$ cat src/rtl/align_accumulate.sv
// Aligns nine (exponent, mantissa) product terms to a shared max exponent and sums them serially.
// Latency: acceptance at edge N, result valid after edge N+9 (one term per cycle).
// Backpressure: single-set occupancy; in_ready only in IDLE, result held in DONE until out_ready.
module align_accumulate #(
  parameter int MAN_W = 12,
  parameter int ACC_W = 16
) (
  input  logic             clk,
  input  logic             rst,
  input  logic             in_valid,
  output logic             in_ready,
  input  logic [4:0]       exp_0,
  input  logic [4:0]       exp_1,
  input  logic [4:0]       exp_2,
  input  logic [4:0]       exp_3,
  input  logic [4:0]       exp_4,
  input  logic [4:0]       exp_5,
  input  logic [4:0]       exp_6,
  input  logic [4:0]       exp_7,
  input  logic [4:0]       exp_8,
  input  logic [MAN_W-1:0] man_0,
  input  logic [MAN_W-1:0] man_1,
  input  logic [MAN_W-1:0] man_2,
  input  logic [MAN_W-1:0] man_3,
  input  logic [MAN_W-1:0] man_4,
  input  logic [MAN_W-1:0] man_5,
  input  logic [MAN_W-1:0] man_6,
  input  logic [MAN_W-1:0] man_7,
  input  logic [MAN_W-1:0] man_8,
  input  logic [4:0]       exp_max,
  output logic             out_valid,
  input  logic             out_ready,
  output logic [ACC_W-1:0] sum,
  output logic [4:0]       sum_exp
);

  localparam int N_TERMS = 9;
  localparam logic [3:0] LAST_TERM = 4'd8;

  typedef enum logic [1:0] {IDLE, ACCUM, DONE} state_t;

  state_t            state_q, state_d;
  logic [3:0]        cnt_q, cnt_d;
  logic [ACC_W-1:0]  acc_q, acc_d;
  logic [4:0]        emax_q, emax_d;
  logic [4:0]        exp_q [N_TERMS];
  logic [4:0]        exp_d [N_TERMS];
  logic [MAN_W-1:0]  man_q [N_TERMS];
  logic [MAN_W-1:0]  man_d [N_TERMS];

  logic [4:0]        exp_in [N_TERMS];
  logic [MAN_W-1:0]  man_in [N_TERMS];

  logic [4:0]               sel_exp;
  logic [MAN_W-1:0]         sel_man;
  logic [4:0]               shamt;
  logic signed [ACC_W-1:0]  ext;
  logic signed [ACC_W-1:0]  term;

  assign exp_in = '{exp_0, exp_1, exp_2, exp_3, exp_4, exp_5, exp_6, exp_7, exp_8};
  assign man_in = '{man_0, man_1, man_2, man_3, man_4, man_5, man_6, man_7, man_8};

  // Align the currently selected term: shift right by the exponent gap. A term whose
  // exponent exceeds the reported max is an upstream error and is taken unshifted; a gap
  // of MAN_W or more shifts out every significant bit, so it contributes exactly zero
  // rather than the -1 an arithmetic shift of a negative value would leave.
  always_comb begin
    sel_exp = exp_q[cnt_q];
    sel_man = man_q[cnt_q];
    shamt   = (sel_exp > emax_q) ? 5'd0 : (emax_q - sel_exp);
    ext     = {{(ACC_W-MAN_W){sel_man[MAN_W-1]}}, sel_man};
    if ({27'd0, shamt} >= 32'(MAN_W)) begin
      term = '0;
    end else begin
      term = ext >>> shamt;
    end
  end

  // Next-state logic: capture in IDLE, add one term per cycle in ACCUM, hold in DONE.
  always_comb begin
    state_d = state_q;
    cnt_d   = cnt_q;
    acc_d   = acc_q;
    emax_d  = emax_q;
    exp_d   = exp_q;
    man_d   = man_q;
    case (state_q)
      IDLE: begin
        if (in_valid) begin
          exp_d   = exp_in;
          man_d   = man_in;
          emax_d  = exp_max;
          acc_d   = '0;
          cnt_d   = '0;
          state_d = ACCUM;
        end
      end
      ACCUM: begin
        // Plain modulo-2^ACC_W add; wraps only if the width rule is broken.
        acc_d = acc_q + term;
        if (cnt_q == LAST_TERM) begin
          state_d = DONE;
        end else begin
          cnt_d = cnt_q + 4'd1;
        end
      end
      DONE: begin
        if (out_ready) begin
          state_d = IDLE;
        end
      end
      default: state_d = IDLE;
    endcase
  end

  // State and datapath registers; reset abandons any set in flight.
  always_ff @(posedge clk or posedge rst) begin
    if (rst) begin
      state_q <= IDLE;
      cnt_q   <= '0;
      acc_q   <= '0;
      emax_q  <= '0;
      for (int i = 0; i < N_TERMS; i++) begin
        exp_q[i] <= '0;
        man_q[i] <= '0;
      end
    end else begin
      state_q <= state_d;
      cnt_q   <= cnt_d;
      acc_q   <= acc_d;
      emax_q  <= emax_d;
      exp_q   <= exp_d;
      man_q   <= man_d;
    end
  end

  assign in_ready  = (state_q == IDLE);
  assign out_valid = (state_q == DONE);
  assign sum       = acc_q;
  assign sum_exp   = emax_q;

endmodule
$ cat config.mk
export PLATFORM = sky130hd
export DESIGN_NAME = align_accumulate
export DESIGN_NICKNAME = d
export VERILOG_FILES = /design/src/rtl/align_accumulate.sv
export SDC_FILE = /design/constraint.sdc
export NUM_CORES = 1
export LEC_CHECK = 0
export CORE_ASPECT_RATIO = 2
export CORE_MARGIN = 5
export CORE_UTILIZATION = 52
export DETAILED_ROUTE_END_ITERATION = 6
export PLACE_DENSITY = 0.81
export SLEW_MARGIN = 20
export SYNTH_ARGS = -nofsm -noshare
export SYNTH_HDL_FRONTEND = slang
export SYNTH_SLANG_ARGS = --single-unit
$ cat constraint.sdc
create_clock -name clk -period 7.6 [get_ports clk]
set_input_delay 0.76 -clock clk [delete_from_list [all_inputs] [get_ports clk]]
set_output_delay 0.76 -clock clk [all_outputs]
set_load 0.05 [all_outputs]
==> summary.md, run 1 <==
| Metric | Value |
|---|---|
| Setup CP Type | reg -> reg |
| Largest net degree at the start of global routing | about 110 |
| Initial antenna violation count | 2 |
| RSZ-0062 raised after global routing | no |
| Critical register-to-register path endpoint | sum[15] |
| Ys flop type | dfrtp_1 |
| Post-synth top area share | 0.485 |
| Yosys top cell by area | dfrtp_1 |
| Worst-path clk slew | ~0.070 ns |
| DR vias | 6524 |
| Syn_nets | 909 |
| Flop2flop setup slack | around 1.4 ns |
| Synth area leaders | dfrtp_1 (48%), mux2_2 (22%), mux4_1 (3.1%) |
| Final setup vio count | 0 |
| Initial DRT Pass Iterations | 5 |
| Maximum clock rate | roughly 160 MHz |
| Die area | ~21000 µm² |
| Gr ovfl total | 0 |
| First-pass GRT wire length | 37200 µm |
| DRC viols | 0 |
| Multi-input gate area | 4550 µm² |
| Netlist cell types | 55 |
| DRT iter0 DRCs | roughly 240 |
| WL final | about 24000 µm |
| Routability cong. | 0.848 |
| HPWL Detailed | ~17000 µm |
| H-tree depth | 4 |
| Max-Cap Viols | 0 |
| Worst hold slack | 0.497 ns |
| FF+latch count, synth | 180 |
| Layout Nets | 1080 |
| Clock Sinks | between 150 and 200 |
| Worst r2r path cells | 21 |
| Avg Synthesized Cell Area | about 13 µm² |
| Antenna-violating nets left | 0 |
| Num CTS Buffers | 17 |
| Worst setup EP type | register |
| Crit path max-delay cell type | a211oi_4 |
| Drt wl/cell | ~21 µm |
| Sequential area share after synthesis | 0.485 |
| Max_slew headroom | 0.308 |
| Die width | 105 µm |
| Outcome | finished clean |
| Hold Crit Class | reg -> reg |
| Final hold vios | 0 |
| CP arrival | 6.58 ns |
| EDFF count, synth | 0 |
| Cts hold-fix bufs | 0 |
| Vias in the first global route | roughly 7200 |
| Commonest non-fill, non-tap cells in the layout | clkdlybuf4s50_1 (184), dfrtp_1 (179), mux2_2 (178) |
| Die Y | roughly 200 µm |
| Syn Std Cell Area | between 9000 and 10000 µm² |
| Fin Setup TNS | 0 ns |
| Worst path max stage delay | approximately 0.8 ns |
| Vias per cell | roughly 5.8 |
| Clock root buffer | clkbuf_16 |
| Reg area | 4510 µm² |
| Gr usage total | 0.228 |
| Data required, critical path | just under 8 ns |
| CP Max Fanout | 17 |
| Critical hold path startpoint | man_q[87] |
| TritonCTS clock tree | built |
| Bufs on Longest Clock Path | 2 |
| Hold Path Depth | 1 |
| PostCTS Resize Cnt | 0 |
| Post-layout min period | 6.22 ns |
| CP Cell Sequence | mux4_2 > mux2i_1 > nor2_1 > a21oi_1 > ha_1 > nor2b_1 > o21a_1 > o21ai_2 > a211oi_4 > mux2i_2 > a311oi_1 > a2111oi_1 > ha_1 > a21o_1 > a21oi_1 > o21ai_0 > a31oi_1 > a21oi_1 > a31oi_1 > mux2i_1 > mux2i_1 |
| Most common cell after layout, fill and taps aside | clkdlybuf4s50_1 |
| Num ports | 185 |
| Startpoint types | register |
| Slew @ Worst Pin | between 1 and 1.5 ns |
| Fin. max-slew vios | 0 |
| Area growth syn-to-layout | 27.5% |
| Core ar. | 17700 µm² |
| Fraction of layout cells with a size suffix above 1 | 0.267 |
| Hold endpoint | man_q[87] |
| Post-synth ARST share | 1.00 |
| Final setup skew | ~0.0076 ns |
| Cells after Synth | between 700 and 800 |
| PortBufs | roughly 180 |
| Layout fillers | between 1000 and 1500 |
| Placed cell area | between 10000 and 15000 µm² |
| Cell area after layout | roughly 12000 µm² |
| YS warnings | 0 |
| Rows | 69 |
| Initial core utilization | 0.525 |
| Reg2reg start | cnt_q[0] |
| Setup Fix Bufs, Post-CTS | 0 |
| Final period util | 0.819 |
| Clk_lat worst skew | 0.43 ns |
[metal layers]
layer | global-route usage | wire length (µm) | up-vias
li1 | - | - | 3015
met1 | 0.234 | 8130 | 3284
met2 | 0.439 | 13700 | 173
met3 | 0.0430 | 936 | 52
met4 | 0.106 | 855 | 0
met5 | 0 | 0 | -
[sequential cells by signal, summed over array words and instances, names as in the netlist]
name and cells:
sum 16, exp_q 45, sum_exp 5, cnt_q 4
state_q 2, man_q 108
[worst max-delay path by stage]
| stage | start | endpoint | slack, ns | cells after the start |
|---|---|---|---|---|
| floorplan | cnt_q[0] | sum[14] | 1.71 | 28 |
| global placement | cnt_q[0] | sum[14] | 1.53 | 23 |
| detailed placement | cnt_q[0] | sum[14] | 1.38 | 23 |
| CTS | cnt_q[0] | sum[14] | 1.35 | 23 |
| global route | cnt_q[0] | sum[15] | 0.88 | 21 |
| finish | cnt_q[0] | sum[15] | 1.38 | 21 |
[stage by stage]
stage | cells | setup WS [ns] | util
3_5_place_dp | 1088 | 1.38 | 0.637
3_3_place_gp | 1088 | 1.53 | 0.637
2_1_floorplan | 723 | 1.71 | -
6_report | 1122 | 1.38 | 0.669
5_1_grt | 1122 | 0.879 | 0.669
4_1_cts | 1120 | 1.35 | 0.669
[area by class of cell]
class	instances	share of cell area
diodes	2	0.000422
clock buffers	18	0.0371
clock inverters	14	0.0108
inverters	12	0.00465
multi-input cells	491	0.384
flip-flops and latches	180	0.380
well taps	213	0.0225
repair buffers	192	0.161
[cells by family after synthesis]
logic type / share of synthesized area
xor gates and xnor gates: 0.0151
adders and majority gates: 0.0339
AOI/OAI and AO/OA: 0.0832
buffers and inverters: 0.0268
DFF: 0.485
and+or+nand+nor: 0.0543
muxes: 0.302
[synthesized netlist by cell type, types with 12 or more instances]
cell,n
a21oi_1,29
mux2_2,178
clkbuf_1,25
mux4_2,12
dfrtp_1,180
mux2i_1,23
o22ai_1,23
o21ai_0,15
nand2_1,43
nor2_1,31
ha_1,22
[worst max-delay path: cells and delay by family (launching register included)]
| family | cells | cell delay, ns |
|---|---|---|
| simple gates | 2 | 0.19 |
| mux | 5 | 1.57 |
| fa+ha+maj | 2 | 0.50 |
| flops | 1 | 0.69 |
| compound gates | 12 | 3.19 |
Power of run 1 is left out: the tool's default activity adds up to more than one toggle a clock period on the data nets, which glitch-free logic cannot reach.
==> run 2: changes to the inputs <==
==> constraint.sdc (replaced) <==
create_clock -name clk -period 6.35 [get_ports clk]
set_input_delay 0.635 -clock clk [delete_from_list [all_inputs] [get_ports clk]]
set_output_delay 0.635 -clock clk [all_outputs]
set_load 0.05 [all_outputs]
==> run 2 against run 1 <==
Compared with the run above: final cell count grew 0.53%; flip-flop and latch count stayed put; die area did not move; core utilization increased by 0.98 points; routed wire length increased by 1.1%; cell area up 1.5%; hold slack hardly changed; sequential share of layout area decreased by 0.53 points; fmax rose by 5.4%; clock-buffer cell count grew 2.
==> summary.md, run 2 (same netlist as run 1, synthesis figures left out) <==
| Metric | Value |
|---|---|
| Antenna-violating nets left | 0 (unchanged) |
| DR vias | 6592 (+1.0%) |
| Data required, critical path | 6.64 ns (-1.32 ns) |
| Drt wl/cell | 21.2 µm (+0.60%) |
| Routability cong. | 0.860 (+1.4%) |
| Clk_lat worst skew | 0.43 ns (about the same) |
| Initial core utilization | 0.525 (unchanged) |
| Initial DRT Pass Iterations | 4 (-1) |
| Largest Register | man_q |
| Most common cell after layout, fill and taps aside | clkdlybuf4s50_1 |
| Vias in the first global route | 7377 (+1.9%) |
| Layout fillers | 1246 (-3.3%) |
| Die area | 20800 µm² (unchanged) |
| Final setup vio count | 0 (unchanged) |
| DRC viols | 0 (unchanged) |
| Max_slew headroom | 0.453 (+0.146) |
| Slew @ Worst Pin | 0.820 ns (-0.218 ns) |
| Final setup skew | 0.00629 ns (-0.00127 ns) |
| Max-Cap Viols | 0 (unchanged) |
| Fin. max-slew vios | 0 (unchanged) |
| Final hold vios | 0 (unchanged) |
| Final period util | 0.930 (+0.111) |
| Outcome | finished clean |
| Fin Setup TNS | 0 ns (unchanged) |
| Commonest non-fill, non-tap cells in the layout | clkdlybuf4s50_1 (184), dfrtp_1 (179), mux2_2 (178) |
| Fin worst setup slack | 0.446 ns (-0.929 ns) |
| Area growth syn-to-layout | 29.3% |
| Post-layout util | 0.679 (+0.00983) |
| Layout Nets | 1088 (+0.74%) |
| Num CTS Buffers | 17 (unchanged) |
| Clock root buffer | clkbuf_16 |
| Gr usage total | 0.233 (+0.00433) |
| WL final | 23900 µm (+1.1%) |
| Worst hold slack | 0.497 ns (-0.0000750 ns) |
| Rows | 69 (unchanged) |
| Max reg flops | 108 (unchanged) |
| Startpoint types | register |
| CP Max Fanout | 15 (-2) |
| Post-layout min period | 5.90 ns (-0.321 ns) |
| Core ar. | 17700 µm² (unchanged) |
| Setup CP Type | reg -> reg |
| PortBufs | 184 (unchanged) |
| Bufs on Longest Clock Path | 2 (unchanged) |
| Die width | 105 µm (unchanged) |
| Gr ovfl total | 0 (unchanged) |
| First-pass GRT wire length | 37800 µm (+1.8%) |
| DRT iter0 DRCs | 266 (+11%) |
| RSZ-0062 raised after global routing | no |
| Worst setup EP type | register |
| Hold Crit Class | reg -> reg |
| Largest net degree at the start of global routing | 138 (+28%) |
| Pre-CTS setup slack | 0.172 ns (-1.21 ns) |
| TritonCTS clock tree | built |
| Initial antenna violation count | 1 (-1) |
| Vias per cell | 5.84 (+0.50%) |
| Clock Sinks | 180 (unchanged) |
| Worst-path clk slew | 0.07 ns (about the same) |
| Fraction of layout cells with a size suffix above 1 | 0.274 (+0.00671) |
| CP arrival | 6.20 ns (-0.38 ns) |
| Num ports | 185 (unchanged) |
| HPWL Detailed | 17600 µm (+2.0%) |
| Die Y | 199 µm (unchanged) |
| Maximum clock rate | 169 MHz (+5.4%) |
| H-tree depth | 4 (unchanged) |
==> run 2: changes by cell type in the layout (fill, tap and decap cells not counted), sizes merged, moves of 2 or more <==
cell	previous run	this run
buf	8	15
bufinv	1	5
clkinv	7	1
clkbuf	18	20
==> run 2: layer usage <==
layer | track usage | routed length [µm] | vias to the layer above
li1 | - | - | 3042
met1 | 0.231 | 7970 | 3306
met2 | 0.453 | 14100 | 192
met3 | 0.0424 | 1030 | 52
met4 | 0.114 | 803 | 0
met5 | 0 | 0 | -
==> run 2: final cells by class <==
class	instances	area [µm²]	area share
multi-input combinational	492	4570	0.380
sequential	180	4510	0.375
timing repair buffer	199	1970	0.164
clock buffer	20	457	0.0380
tap	213	267	0.0222
clock inverter	11	199	0.0166
inverter	12	55.1	0.00458
antenna	1	2.50	0.000208
==> run 2: critical path, cell delays in order, from the launching register on <==
cell	delay (ns)
dfrtp_4	0.61
mux4_2	0.56
mux2i_1	0.15
nor2_1	0.06
a21oi_1	0.23
ha_1	0.27
nor2b_1	0.13
o21a_1	0.19
o21ai_2	0.35
a21oi_1	0.23
nand2_2	0.29
mux2i_1	0.28
a21o_1	0.15
a211oi_1	0.06
ha_1	0.23
fa_1	0.40
a21oi_1	0.17
o21bai_1	0.11
a21o_1	0.21
a31o_2	0.26
a41o_1	0.26
o41a_1	0.33
xnor2_1	0.15
o22ai_1	0.09
==> run 2: worst paths after layout <==
path,from,end,cells past startpoint,slack [ns]
max,cnt_q[0],sum[14],23,0.45
min,man_q[85],man_q[85],1,0.50
max reg2reg,cnt_q[0],sum[14],23,0.45
min reg2reg,man_q[85],man_q[85],1,0.50
max in group asynchronous,rst,man_q[24],3,4.34
min in group asynchronous,rst,exp_q[35],2,0.74
==> run 2: what timing repair did <==
action | 4_1_cts | 5_1_grt
gates resized for setup | 0 | 3
hold buffers | 0 | 0
setup endpoints to repair | 0 | 5
buffers inserted | 0 | 1
==> run 2: metrics by stage <==
stage,instances,area [µm²]
after floorplan,723,9290
after global placement,1094,11300
after detailed placement,1094,11300
after CTS,1125,12000
after global routing,1128,12000
final,1128,12000
Power of run 2 is left out for the same reason.
==> run 3: changes to the inputs <==
--- a/config.mk
+++ b/config.mk
@@ -6,7 +6,6 @@
 export NUM_CORES = 1
 export LEC_CHECK = 0
 export CORE_ASPECT_RATIO = 2
-export CORE_MARGIN = 5
 export CORE_UTILIZATION = 52
 export DETAILED_ROUTE_END_ITERATION = 6
 export PLACE_DENSITY = 0.81
==> run 3 against run 2 <==
Compared with the run above: non-clock buffer count is 1 lower; critical path depth is 1 higher; first-iteration DRC count is 27% higher; hold slack better by 0.0025 ns; highest routed layer unchanged.
==> summary.md, run 3 (same netlist as run 1, synthesis figures left out) <==
| Metric | Value |
|---|---|
| Most common cell after layout, fill and taps aside | clkdlybuf4s50_1 |
| First-pass GRT wire length | 36700 µm (-3.0%) |
| Clk_lat worst skew | 0.42 ns (about the same) |
| H-tree depth | 4 (unchanged) |
| WL final | 23700 µm (-0.94%) |
| Gr ovfl total | 0 (unchanged) |
| Setup CP Type | reg -> reg |
| Vias per cell | 5.79 (-0.93%) |
| Final hold vios | 0 (unchanged) |
| CP Cell Sequence | mux4_2 > mux2i_1 > nor2_1 > a21oi_1 > ha_1 > nor2b_1 > o21a_1 > o21ai_2 > a211oi_4 > buf_4 > mux2i_1 > nor2_1 > a211oi_1 > a211oi_1 > ha_1 > fa_1 > a21oi_1 > o21bai_1 > a21o_1 > a31o_2 > a41o_1 > o41a_1 > xnor2_1 > o22ai_1 |
| Final setup vio count | 0 (unchanged) |
| Num ports | 185 (unchanged) |
| Hold Crit Class | reg -> reg |
| Slew @ Worst Pin | 0.834 ns (+0.0139 ns) |
| Ant. Diodes | 0 (-1) |
| Post-layout min period | 5.92 ns (+0.0145 ns) |
| Clock Sinks | 180 (unchanged) |
| Fin Setup TNS | 0 ns (unchanged) |
| Drt wl/cell | 21.1 µm (-0.50%) |
| Placed cell area | 11300 µm² (about the same) |
| PortBufs | 184 (unchanged) |
| Setup Fix Bufs, Post-CTS | 0 (unchanged) |
| Flop2flop setup slack | 0.43 ns (about the same) |
| Maximum clock rate | 169 MHz (-0.25%) |
| Gr usage total | 0.275 (+0.0420) |
| Fin. max-slew vios | 0 (unchanged) |
| Clock root buffer | clkbuf_16 |
| Commonest non-fill, non-tap cells in the layout | clkdlybuf4s50_1 (184), dfrtp_1 (179), mux2_2 (178) |
| RSZ-0062 raised after global routing | no |
| Outcome | finished clean |
| Max-Cap Viols | 0 (unchanged) |
| Die Y | 191 µm (-4.0%) |
| DRC viols | 0 (unchanged) |
| DRT iter0 DRCs | 338 (+27%) |
| Max reg flops | 108 (unchanged) |
| Crit path max-delay cell type | dfrtp_2 |
| Wire length on met1 | 8340 µm (+4.6%) |
| Layout fillers | 1296 (+4.0%) |
| PostCTS Resize Cnt | 0 (unchanged) |
| Routability cong. | 0.961 (+12%) |
| Cell area after layout | 11900 µm² (-0.97%) |
| CP Max Fanout | 12 (-3) |
| Initial antenna violation count | 0 (-1) |
| HPWL Detailed | 17700 µm (+0.26%) |
| Worst-path clk slew | 0.07 ns (about the same) |
| Largest Register | man_q |
| Num CTS Buffers | 17 (unchanged) |
| Worst path max stage delay | 0.62 ns (about the same) |
| Startpoint types | register |
| CP arrival | 6.20 ns (about the same) |
| Final period util | 0.932 (+0.00228) |
| Met2 wire length | 13300 µm (-5.6%) |
| DR vias | 6502 (-1.4%) |
| Rows | 68 (-1.4%) |
| Initial core utilization | 0.535 (+0.0103) |
| Cts hold-fix bufs | 0 (unchanged) |
| Antenna-violating nets left | 0 (unchanged) |
| Max_slew headroom | 0.444 (-0.00924) |
| Post-layout util | 0.686 (+0.00666) |
| Area growth syn-to-layout | 28.1% |
| TritonCTS clock tree | built |
| Fraction of layout cells with a size suffix above 1 | 0.269 (-0.00408) |
| Initial DRT Pass Iterations | 4 (unchanged) |
| Core ar. | 17400 µm² (-1.9%) |
| Top Layer Used | met4 |
| Die width | 96.5 µm (-7.7%) |
| Worst setup EP type | register |
| Die area | 18400 µm² (-11%) |
| Bufs on Longest Clock Path | 2 (unchanged) |
| Final setup skew | 0.00884 ns (+0.00255 ns) |
| Largest net degree at the start of global routing | 134 (-2.9%) |
| Layout Nets | 1086 (-0.18%) |
| Met3 wire length | 699 µm (-32%) |
| Vias in the first global route | 6971 (-5.5%) |
| Data required, critical path | 6.63 ns (about the same) |
==> run 3: routing by layer <==
layer | vias to the layer above | GRT usage
met5 | - | 0
met4 | 0 | 0.162
met3 | 60 | 0.0410
met2 | 165 | 0.498
met1 | 3252 | 0.289
li1 | 3025 | -
==> run 3: critical path, delay by kind of cell, from the launching register on <==
family	cells	cell delay, ns
flops	1	0.62
buf+inv	1	0.29
simple gates	3	0.26
xor+xnor	1	0.14
mux	3	0.89
fa+ha+maj	3	0.80
compound gates	13	2.76
==> run 3: layout make-up <==
| class | instances | area, µm² | share of cell area |
|---|---|---|---|
| multi-input cells | 491 | 4550 | 0.382 |
| flip-flops and latches | 180 | 4510 | 0.378 |
| clock inverters | 10 | 98.8 | 0.00830 |
| well taps | 210 | 263 | 0.0221 |
| clock buffers | 22 | 474 | 0.0398 |
| inverters | 12 | 55.1 | 0.00462 |
| repair buffers | 198 | 1960 | 0.165 |
==> run 3: final timing paths <==
path,start,depth (start not counted),endpoint
worst min register to register,man_q[105],1,man_q[105]
min in group asynchronous,rst,2,exp_q[43]
worst min-delay path,man_q[105],1,man_q[105]
max in group asynchronous,rst,3,man_q[95]
worst max-delay path,cnt_q[0],24,sum[14]
worst max register to register,cnt_q[0],24,sum[14]
==> run 3: metrics by stage <==
stage / setup WS (ns) / hold WS, ns / std cells
floorplan: 0.460 / 0.472 / 723
global placement: 0.567 / 0.481 / 1091
detailed placement: 0.374 / 0.489 / 1091
CTS: 0.351 / 0.504 / 1123
global route: 0.00859 / 0.515 / 1123
finish: 0.431 / 0.500 / 1123
Power of run 3 is left out for the same reason.
